`config.mk`:
```
export PLATFORM = sky130hd
export DESIGN_NAME = fetch_ctrl_flat
export DESIGN_NICKNAME = d
export VERILOG_FILES = /design/src/rtl/fetch_ctrl_pkg.sv /design/src/rtl/fetch_ctrl_if.sv /design/src/rtl/fetch_timeout_ctr.sv /design/src/rtl/fetch_ctrl.sv /design/src/flat_wrapper.sv
export SDC_FILE = /design/constraint.sdc
export NUM_CORES = 1
export LEC_CHECK = 0
export ABC_AREA = 1
export CAP_MARGIN = 20
export CELL_PAD_IN_SITES_DETAIL_PLACEMENT = 1
export CELL_PAD_IN_SITES_GLOBAL_PLACEMENT = 2
export CORE_ASPECT_RATIO = 1.5
export CORE_MARGIN = 2
export CORE_UTILIZATION = 23
export CTS_BUF_LIST = sky130_fd_sc_hd__clkbuf_4
export DETAILED_ROUTE_END_ITERATION = 10
export HOLD_SLACK_MARGIN = 0.05
export PLACE_DENSITY = 0.88
export SETUP_SLACK_MARGIN = 0.15
export SYNTH_ARGS = -nofsm -noshare
export SYNTH_HDL_FRONTEND = slang
export SYNTH_SLANG_ARGS = --single-unit
```
`constraint.sdc`:
```
create_clock -name clk -period 3.2 [get_ports clk]
set_clock_uncertainty 0.1 [all_clocks]
set_input_delay 0.64 -clock clk [delete_from_list [all_inputs] [get_ports clk]]
set_output_delay 0.64 -clock clk [all_outputs]
set_load 0.02 [all_outputs]
```
`src/rtl/fetch_ctrl_pkg.sv`:
```
// Shared constants for the fetch controller: opcode values, FSM state encoding
// and the branch-resolution helpers used by the control FSM.
package fetch_ctrl_pkg;

  localparam logic [3:0] OP_BR  = 4'hC;
  localparam logic [3:0] OP_BZ  = 4'hD;
  localparam logic [3:0] OP_BNZ = 4'hE;
  localparam logic [3:0] OP_HLT = 4'hF;

  localparam logic [2:0] ST_IDLE  = 3'd0;
  localparam logic [2:0] ST_FETCH = 3'd1;
  localparam logic [2:0] ST_EXEC  = 3'd2;
  localparam logic [2:0] ST_HALT  = 3'd3;
  localparam logic [2:0] ST_ERR   = 3'd4;

  function automatic logic is_branch(input logic [3:0] op);
    return (op == OP_BR) || (op == OP_BZ) || (op == OP_BNZ);
  endfunction

  function automatic logic branch_taken(input logic [3:0] op, input logic flag_z);
    case (op)
      OP_BR:   return 1'b1;
      OP_BZ:   return flag_z;
      OP_BNZ:  return !flag_z;
      default: return 1'b0;
    endcase
  endfunction

endpackage

```
`src/rtl/fetch_ctrl_if.sv`:
```
// Instruction-memory read port and decode hand-off bundled as one interface;
// master is the fetch controller, slave is the memory/decode side.
interface fetch_ctrl_if #(
  parameter int ADDR_W = 12,
  parameter int DATA_W = 16
);

  logic              imem_req;
  logic [ADDR_W-1:0] imem_addr;
  logic              imem_ack;
  logic [DATA_W-1:0] imem_rdata;
  logic [DATA_W-1:0] ir;
  logic              ir_valid;
  logic              ir_ready;

  modport master (
    output imem_req, imem_addr, ir, ir_valid,
    input  imem_ack, imem_rdata, ir_ready
  );

  modport slave (
    input  imem_req, imem_addr, ir, ir_valid,
    output imem_ack, imem_rdata, ir_ready
  );

endinterface

```
`src/rtl/fetch_timeout_ctr.sv`:
```
// Counts consecutive un-acked fetch cycles; expired flags the cycle in which
// the LIMIT-th such cycle completes without an ack.
module fetch_timeout_ctr #(
  parameter int LIMIT = 15
) (
  input  logic clk,
  input  logic rst,
  input  logic clr,
  input  logic en,
  output logic expired
);

  localparam int W = (LIMIT < 2) ? 1 : $clog2(LIMIT + 1);

  logic [W-1:0] count_r;

  // Wait counter: clear wins over enable
  always_ff @(posedge clk) begin
    if (rst) begin
      count_r <= W'(0);
    end else if (clr) begin
      count_r <= W'(0);
    end else if (en) begin
      count_r <= count_r + W'(1);
    end else begin
      count_r <= count_r;
    end
  end

  assign expired = en && !clr && (count_r == W'(LIMIT - 1));

endmodule

```
`src/rtl/fetch_ctrl.sv`:
```
// Fetch/branch control for the 12-bit PC: fetches at the PC, resolves relative
// branches and HLT locally, and offers every other instruction to decode.
module fetch_ctrl
  import fetch_ctrl_pkg::*;
#(
  parameter int ADDR_W      = 12,
  parameter int DATA_W      = 16,
  parameter int ACK_TIMEOUT = 15,
  parameter int CNT_W       = 16
) (
  input  logic              clk,
  input  logic              rst,
  input  logic              run,
  input  logic [ADDR_W-1:0] pc_addr,
  input  logic              flag_z,
  fetch_ctrl_if.master      bus,
  output logic              sel_pc,
  output logic              ld_pc,
  output logic [7:0]        pc_off,
  output logic              halted,
  output logic              err,
  output logic [CNT_W-1:0]  retired
);

  logic [2:0]        state_r;
  logic [2:0]        next_s;
  logic [DATA_W-1:0] ir_r;
  logic [CNT_W-1:0]  retired_r;
  logic [3:0]        op_s;
  logic              taken_s;
  logic              imem_req_s;
  logic              ir_valid_s;
  logic              ld_pc_s;
  logic              sel_pc_s;
  logic [7:0]        pc_off_s;
  logic              retire_s;
  logic              tmo_en_s;
  logic              tmo_clr_s;
  logic              tmo_expired_s;

  assign op_s      = ir_r[DATA_W-1 -: 4];
  assign taken_s   = branch_taken(op_s, flag_z);
  assign tmo_en_s  = (state_r == ST_FETCH);
  assign tmo_clr_s = !tmo_en_s || bus.imem_ack;

  fetch_timeout_ctr #(
    .LIMIT (ACK_TIMEOUT)
  ) u_timeout (
    .clk     (clk),
    .rst     (rst),
    .clr     (tmo_clr_s),
    .en      (tmo_en_s),
    .expired (tmo_expired_s)
  );

  // Next-state and Mealy control decode
  always_comb begin
    next_s     = state_r;
    imem_req_s = 1'b0;
    ir_valid_s = 1'b0;
    ld_pc_s    = 1'b0;
    sel_pc_s   = 1'b0;
    pc_off_s   = 8'h00;
    retire_s   = 1'b0;
    case (state_r)
      ST_IDLE: begin
        if (run) begin
          next_s = ST_FETCH;
        end else begin
          next_s = ST_IDLE;
        end
      end
      ST_FETCH: begin
        imem_req_s = 1'b1;
        if (bus.imem_ack) begin
          next_s = ST_EXEC;
        end else if (tmo_expired_s) begin
          next_s = ST_ERR;
        end else begin
          next_s = ST_FETCH;
        end
      end
      ST_EXEC: begin
        if (is_branch(op_s)) begin
          ld_pc_s  = 1'b1;
          sel_pc_s = taken_s;
          pc_off_s = taken_s ? ir_r[7:0] : 8'h00;
          retire_s = 1'b1;
          next_s   = run ? ST_FETCH : ST_IDLE;
        end else if (op_s == OP_HLT) begin
          // PC is left pointing at the HLT word
          retire_s = 1'b1;
          next_s   = ST_HALT;
        end else begin
          ir_valid_s = 1'b1;
          if (bus.ir_ready) begin
            ld_pc_s  = 1'b1;
            retire_s = 1'b1;
            next_s   = run ? ST_FETCH : ST_IDLE;
          end else begin
            next_s = ST_EXEC;
          end
        end
      end
      ST_HALT: next_s = ST_HALT;
      ST_ERR:  next_s = ST_ERR;
      default: next_s = ST_IDLE;
    endcase
  end

  // State, instruction register and retired counter
  always_ff @(posedge clk) begin
    if (rst) begin
      state_r   <= ST_IDLE;
      ir_r      <= {DATA_W{1'b0}};
      retired_r <= {CNT_W{1'b0}};
    end else begin
      state_r <= next_s;
      if ((state_r == ST_FETCH) && bus.imem_ack) begin
        ir_r <= bus.imem_rdata;
      end else begin
        ir_r <= ir_r;
      end
      if (retire_s) begin
        retired_r <= retired_r + CNT_W'(1);
      end else begin
        retired_r <= retired_r;
      end
    end
  end

  assign bus.imem_req  = imem_req_s;
  assign bus.imem_addr = imem_req_s ? pc_addr : {ADDR_W{1'b0}};
  assign bus.ir        = ir_r;
  assign bus.ir_valid  = ir_valid_s;
  assign ld_pc         = ld_pc_s;
  assign sel_pc        = sel_pc_s;
  assign pc_off        = pc_off_s;
  assign halted        = (state_r == ST_HALT);
  assign err           = (state_r == ST_ERR);
  assign retired       = retired_r;

endmodule

```
`src/flat_wrapper.sv`:
```
// flat-port wrapper written by rule: the top's interface ports become plain ports
module fetch_ctrl_flat import fetch_ctrl_pkg::*;
#(
  parameter int ADDR_W      = 12,
  parameter int DATA_W      = 16,
  parameter int ACK_TIMEOUT = 15,
  parameter int CNT_W       = 16
)
  (clk, rst, run, pc_addr, flag_z, sel_pc, ld_pc, pc_off, halted, err, retired, bus_imem_req, bus_imem_addr, bus_ir, bus_ir_valid, bus_imem_ack, bus_imem_rdata, bus_ir_ready);
  fetch_ctrl_if #(.ADDR_W(ADDR_W), .DATA_W(DATA_W)) bus_i ();
  input  logic clk;
  input  logic rst;
  input  logic run;
  input  logic [ADDR_W-1:0] pc_addr;
  input  logic flag_z;
  output logic sel_pc;
  output logic ld_pc;
  output logic [7:0] pc_off;
  output logic halted;
  output logic err;
  output logic [CNT_W-1:0] retired;
  output wire logic [$bits(bus_i.imem_req)-1:0] bus_imem_req;
  output wire logic [$bits(bus_i.imem_addr)-1:0] bus_imem_addr;
  output wire logic [$bits(bus_i.ir)-1:0] bus_ir;
  output wire logic [$bits(bus_i.ir_valid)-1:0] bus_ir_valid;
  input wire logic [$bits(bus_i.imem_ack)-1:0] bus_imem_ack;
  input wire logic [$bits(bus_i.imem_rdata)-1:0] bus_imem_rdata;
  input wire logic [$bits(bus_i.ir_ready)-1:0] bus_ir_ready;
  assign bus_imem_req = bus_i.imem_req;
  assign bus_imem_addr = bus_i.imem_addr;
  assign bus_ir = bus_i.ir;
  assign bus_ir_valid = bus_i.ir_valid;
  assign bus_i.imem_ack = bus_imem_ack;
  assign bus_i.imem_rdata = bus_imem_rdata;
  assign bus_i.ir_ready = bus_ir_ready;
  fetch_ctrl #(.ADDR_W(ADDR_W), .DATA_W(DATA_W), .ACK_TIMEOUT(ACK_TIMEOUT), .CNT_W(CNT_W)) u_core (.clk(clk), .rst(rst), .run(run), .pc_addr(pc_addr), .flag_z(flag_z), .bus(bus_i), .sel_pc(sel_pc), .ld_pc(ld_pc), .pc_off(pc_off), .halted(halted), .err(err), .retired(retired));
endmodule
```
==> flow_summary_export.csv, run 1 <==
group,metric,value,unit
clocking,root_buffer,"clkbuf_4",
global_route,grt_max_degree,29,
yosys,synth-seq-area-share,38.26,%
place,portBuffers,91,
floorplan,die_area,9658,µm²
clocking,clockBufferDepth,2,
critical_path,cp_num_buf_inv,3,
timing,finalMaxSlewViolations,0,
place,place_inst,495,
yosys,synthMuxAreaShare,0,%
clocking,cts_buffers,5,
routing,dr.pass1.iters,4,
power_and_ir_drop,ir_drop,0.0001350,V
critical_path,critPathLaunchType,"primary input",
timing,fin_setup_tns,0,ps
timing,setup-violations-final,0,
yosys,netlist_area,2041,µm²
yosys,yosysWarnings,0,
yosys,synth_compound_area_share,14.10,%
yosys,synthAdderAreaFrac,1.839,%
timing,period_minus_slack,2826,ps
timing,relSlewSlack,64.78,%
critical_path,critPathSlowestCell,"clkdlybuf4s50_1",
power_and_ir_drop,p_per_area,311.8,nW/µm²
cells_and_area,layout_commonest_cell,"clkdlybuf4s50_1",
clocking,hold_buffers,0,
yosys,synth_top_family_by_area,"simple AND/OR/NAND/NOR gates",
clocking,cts_tree,"done",
floorplan,std_cell_rows,42,
timing,hold_viol,0,
cells_and_area,drive_above_1_share,8.376,%
worst_hold_path,min_path_type,"register to register",
global_route,antenna_found_initial,0,
yosys,synthCells,299,
yosys,syn_avg_cell_area,6.825,µm²
routing,num_vias,2202,
yosys,synth_cell_types,30,
routing,finalWirelength,6481,µm
global_route,grt_usage,14.09,%
place,hpwl,5210,µm
critical_path,critPathMaxFanout,9,
clocking,numClockSinks,39,
floorplan,start_util,23.39,%
routing,vias_per_cell,4.369,
routing,wl_per_cell,12.86,µm
routing,detail-route-antenna-nets,0,
cells_and_area,final_cell_mix,"82 x clkdlybuf4s50_1, 63 x nor2_1, 47 x inv_1, 40 x nand2_1, 39 x dfxtp_1",
cells_and_area,area_delta_synth_final,54.26,%
cells_and_area,layout.cells.non_filler,504,
routing,drt_iter0_drc,34,
yosys,synth_seq_cells,39,
global_route,grt_remaining_overflow,0,
critical_path,cp_top_family,"buffers and inverters",
clocking,path_clk_slew,110,ps
yosys,synth_xor_area_share,0,%
yosys,synth_simple_gate_area_share,34.58,%
clocking,htreeDepth,2,
cells_and_area,final_nets,432,
power_and_ir_drop,p_leak,1.338,nW
cells_and_area,nFillCells,1104,
status,status,"completed",
floorplan,io_pins,92,
timing,rsz0062_at_grt,"false",
timing,timing.fmax,353.9,MHz
critical_path,worstSetupEndpointType,"output port",
critical_path,path_cells,"clkdlybuf4s50_1 -> inv_1 -> nand2_2 -> nand2_4 -> nor2_1 -> clkdlybuf4s50_1",
critical_path,critPathArrivalTime,2090,ps
run,maxCapViolCount,0,
critical_path,cp.required,2460,ps
routing,drc_errors,0,
global_route,grt_pass1_vias,2254,
critical_path,slowest_delay,600,ps
critical_path,path_class,"primary input to output port",
floorplan,core,8723,µm²
clocking,insertion_delay,350,ps
place,gp_congestion,0.7220,
timing,fin_crit_sh,88.31,%
timing,worstMarginPinSlew,524.3,ps
yosys,synth_nets,336,
critical_path,crit_top_cell,"clkdlybuf4s50_1",
cells_and_area,antenna_cells,0,
global_route,grt_pass1_wl,10740,µm
floorplan,die_h,119.4,µm
floorplan,die_w,80.91,µm
## power breakdown
part	internal, mW	total, mW	switching (mW)
clock	0.0869	0.248	0.161
combinational	0.107	0.219	0.112
sequential	0.503	0.515	0.0120
total	0.697	0.982	0.285
## per-stage QoR
stage	setup slack (ps)	power [mW]	cell area [µm²]	hold WS, ps	util (%)
finish	374.0	0.9817	3148	380.4	36.09
CTS	167.7	0.9939	3103	384.1	35.57
floorplan	1037	0.6305	2041	339.9	-
detailed placement	78.76	0.7420	3055	366.7	35.03
global route	265.5	1.046	3148	399.4	36.09
global placement	138.6	0.7392	3055	358.2	35.03
## state kept, by name, indices dropped and copies added (netlist names)
signal / count
u_core.bus.ir: 16
u_core.state_r: 3
u_core.u_timeout.count_r: 4
u_core.retired: 16
## kinds of logic after synthesis
family,after synthesis
flops,39
buf+inv,56
fa+ha+maj,3
compound gates,56
simple gates,145
## repair_timing
item,CTS,global route
setup buffers,0,3
pin swaps,0,1
resized for setup,1,9
setup endpoints to repair,8,10
## worst min-delay path, stage by stage, from the launching register on
cell and delay, ps:
dfxtp_1 330, inv_1 60, a21oi_1 50
## cells in the mapped netlist
| master | instances | area share, % |
|---|---|---|
| o21a_1 | 1 | 0.37 |
| o21ai_1 | 9 | 2.2 |
| ha_1 | 3 | 1.8 |
| a21oi_1 | 26 | 6.4 |
| nand4_1 | 6 | 1.8 |
| nand2_4 | 2 | 1.1 |
| inv_1 | 47 | 8.6 |
| buf_6 | 2 | 1.1 |
| dfxtp_1 | 39 | 38 |
| nor3b_2 | 1 | 0.61 |
| nand2_1 | 41 | 7.5 |
| a31oi_1 | 2 | 0.61 |
| o211ai_1 | 1 | 0.37 |
| nand3_1 | 10 | 2.5 |
| nand2_2 | 5 | 1.5 |
| nor2_1 | 63 | 12 |
| nor3_4 | 1 | 0.80 |
| or2_0 | 2 | 0.61 |
| nor3_1 | 4 | 0.98 |
| nand3_4 | 1 | 0.86 |
| buf_2 | 2 | 0.49 |
| inv_2 | 3 | 0.55 |
| nor2_4 | 5 | 2.8 |
| clkbuf_2 | 1 | 0.25 |
| nor3_2 | 1 | 0.49 |
| buf_1 | 1 | 0.18 |
| nand3_2 | 1 | 0.49 |
| nor2_2 | 1 | 0.31 |
| o21ai_0 | 17 | 4.2 |
| nand4_2 | 1 | 0.61 |
## path summary, 6_finish.rpt
path                                  from                       endpoint  slack, ps  cells past startpoint
max                           bus_ir_ready                          ld_pc        370                      6
min          u_core.bus.ir[3]$_SDFFE_PP0P_  u_core.bus.ir[3]$_SDFFE_PP0P_        380                      2
max reg2reg   u_core.state_r[0]$_SDFF_PP0_  u_core.bus.ir[4]$_SDFFE_PP0P_       1570                      6
min reg2reg  u_core.bus.ir[3]$_SDFFE_PP0P_  u_core.bus.ir[3]$_SDFFE_PP0P_        380                      2
## final cells by class
class | instances | area [µm²] | area share (%)
multi-input cells | 204 | 1033 | 32.83
inverters | 50 | 187.7 | 5.962
repair buffers | 95 | 963.4 | 30.60
flip-flops and latches | 39 | 780.7 | 24.80
well taps | 110 | 137.6 | 4.372
clock buffers | 6 | 45.04 | 1.431
## layer usage
metal  vias up  track usage [%]  part of all wire [%]
met1      1013            15.45                    39
li1       1134                -                     -
met4         0            3.602                   1.5
met5         -                0                     0
met2        47            26.34                    55
met3         8            3.258                   4.2
(Power assumes the default switching activity.)
==> inputs of run 2 (changes only) <==
CTS_CLUSTER_DIAMETER = 30   (was default)
==> results of run 2 <==
The final DEF is identical to that of run 1; final timing and power are the same.
==> inputs of run 3 (changes only) <==
PLACE_DENSITY = default   (was 0.88)
PLACE_DENSITY_LB_ADDON = 0.05   (was default)
==> run 3 against run 2 <==
Net effect: global-route usage increased by 0.97 points; flip-flop and latch count unchanged; clock-buffer cell count decreased by 1; final cell count increased by 0.20%; utilization increased by 0.27 points; non-clock buffer count decreased by 2; fmax decreased by 0.65%; critical endpoint unchanged; highest routed layer unchanged.
==> flow_summary_export.csv, run 3 (synthesis results as in run 1) <==
group,metric,value,unit
clocking,cts_buffers,5,
critical_path,worstSetupEndpointType,"output port",
power_and_ir_drop,p_leak,1.345,nW
timing,worstMarginPinSlew,446.6,ps
power_and_ir_drop,total_power,1.083,mW
power_and_ir_drop,pwr-share-comb,19.9,%
clocking,root_buffer,"clkbuf_4",
critical_path,crit_top_cell,"clkdlybuf4s50_1",
timing,hold_viol,0,
clocking,path_clk_slew,140,ps
timing,fin_crit_sh,88.90,%
power_and_ir_drop,ir_drop,0.0001633,V
global_route,antenna_found_initial,1,
floorplan,io_pins,92,
cells_and_area,layout_commonest_cell,"clkdlybuf4s50_1",
timing,fin_setup_tns,0,ps
timing,setup_slack,355.3,ps
cells_and_area,multi_input_area,1033,µm²
routing,detail-route-antenna-nets,0,
timing,finalMaxSlewViolations,0,
floorplan,die_area,9658,µm²
routing,drc_errors,0,
critical_path,critPathMaxFanout,9,
cells_and_area,area_delta_synth_final,55.43,%
power_and_ir_drop,power.switching,310.6,µW
clocking,hold_buffers,0,
place,postPlaceCellArea,3055,µm²
power_and_ir_drop,seqPwrFrac,47.6,%
timing,setup-violations-final,0,
clocking,htreeDepth,2,
global_route,grt_usage,15.06,%
routing,dr.pass1.iters,4,
run,maxCapViolCount,0,
cells_and_area,fin_area,3172,µm²
global_route,grt_pass1_wl,11110,µm
place,gp_congestion,0.7409,
floorplan,start_util,23.39,%
cells_and_area,drive_above_1_share,8.376,%
critical_path,path_class,"primary input to output port",
clocking,clockBufferDepth,2,
clocking,insertion_delay,370,ps
critical_path,critPathSlowestCell,"clkdlybuf4s50_1",
critical_path,critPathArrivalTime,2100,ps
power_and_ir_drop,clkPwrFrac,32.5,%
cells_and_area,final_nets,430,
global_route,grt_remaining_overflow,0,
routing,vias_per_cell,4.434,
clocking,numClockSinks,39,
timing,relSlewSlack,69.99,%
cells_and_area,regArea,780.7,µm²
floorplan,core,8723,µm²
routing,drt_iter0_drc,61,
place,portBuffers,91,
status,status,"completed",
critical_path,path_cells,"clkdlybuf4s50_1 -> inv_1 -> nand2_2 -> nand2_4 -> nor2_1 -> clkdlybuf4s50_1",
routing,num_vias,2239,
place,preCtsSetupSlack,112.9,ps
worst_hold_path,min_path_type,"register to register",
routing,finalWirelength,6835,µm
timing,rsz0062_at_grt,"false",
power_and_ir_drop,p_int,772.0,µW
floorplan,die_h,119.4,µm
place,hpwl,5372,µm
global_route,grt_max_degree,30,
critical_path,critPathLaunchType,"primary input",
cells_and_area,nFillCells,1129,
cells_and_area,final_cell_mix,"82 x clkdlybuf4s50_1, 63 x nor2_1, 47 x inv_1, 40 x nand2_1, 39 x dfxtp_1",
timing,timing.fmax,351.5,MHz
power_and_ir_drop,swShare,28.69,%
timing,period_minus_slack,2845,ps
floorplan,std_cell_rows,42,
routing,wl_per_cell,13.53,µm
cells_and_area,final_util,36.36,%
clocking,cts_tree,"done",
floorplan,die_w,80.91,µm
global_route,grt_pass1_vias,2266,
critical_path,slowest_delay,610,ps
critical_path,cp.required,2460,ps
power_and_ir_drop,p_per_area,341.3,nW/µm²
[run 3: cell count changes in the layout (fill, tap and decap cells not counted), sizes merged]
cell	before	now
buf	4	2
bufinv	0	1
clkbuf	6	5
clkinv	0	2
diode	0	1
[run 3: power groups by stage]
stage               logic [mW]  clock network, mW  registers [mW]
floorplan               0.0878                  0           0.543
global placement         0.215                  0           0.526
detailed placement       0.216                  0           0.527
CTS                      0.217              0.370           0.516
global route             0.236              0.390           0.519
finish                   0.216              0.352           0.515
[run 3: critical path, delay by kind of cell]
kind / cells / cell delay, ps
buffers and inverters: 3 / 1120
AND/OR/NAND/NOR: 3 / 350
[run 3: final timing paths]
path                                 start                        endpoint  slack (ps)  cells past startpoint
max                           bus_ir_ready                           ld_pc         360                      6
min          u_core.bus.ir[4]$_SDFFE_PP0P_   u_core.bus.ir[4]$_SDFFE_PP0P_         380                      2
max reg2reg   u_core.state_r[1]$_SDFF_PP0_  u_core.retired[9]$_SDFFE_PP0P_        1580                      7
min reg2reg  u_core.bus.ir[4]$_SDFFE_PP0P_   u_core.bus.ir[4]$_SDFFE_PP0P_         380                      2
[run 3: repair_timing]
item                                   in CTS  in global routing
buffers inserted                            0                  1
setup endpoints to repair                   8                 16
endpoints found under the hold margin       0                  0
gates cloned                                0                  0
gates resized for setup                     1                  9
pin swaps                                   0                  1
[run 3: area by class of cell]
type / instances / share of cell area, %
Antenna cell: 1 / 0.07890
Multi-Input combinational cell: 204 / 32.58
Clock buffer: 5 / 1.183
Clock inverter: 3 / 1.381
Tap cell: 110 / 4.339
Sequential cell: 39 / 24.62
Timing Repair Buffer: 93 / 29.90
Inverter: 50 / 5.917
[run 3: per-layer routing]
| layer | wire length [µm] | track usage [%] | vias to the layer above |
|---|---|---|---|
| li1 | - | - | 1138 |
| met1 | 2584 | 15.98 | 1051 |
| met2 | 3787 | 27.43 | 44 |
| met4 | 114 | 5.403 | 0 |
| met3 | 347 | 4.318 | 6 |
| met5 | 0 | 0 | - |
[run 3: stage by stage]
step | std cells | hold WS [ps]
2_1_floorplan | 299 | 339.9
3_3_place_gp | 495 | 362.0
3_5_place_dp | 495 | 364.4
4_1_cts | 503 | 384.7
5_1_grt | 505 | 413.0
6_report | 505 | 379.9
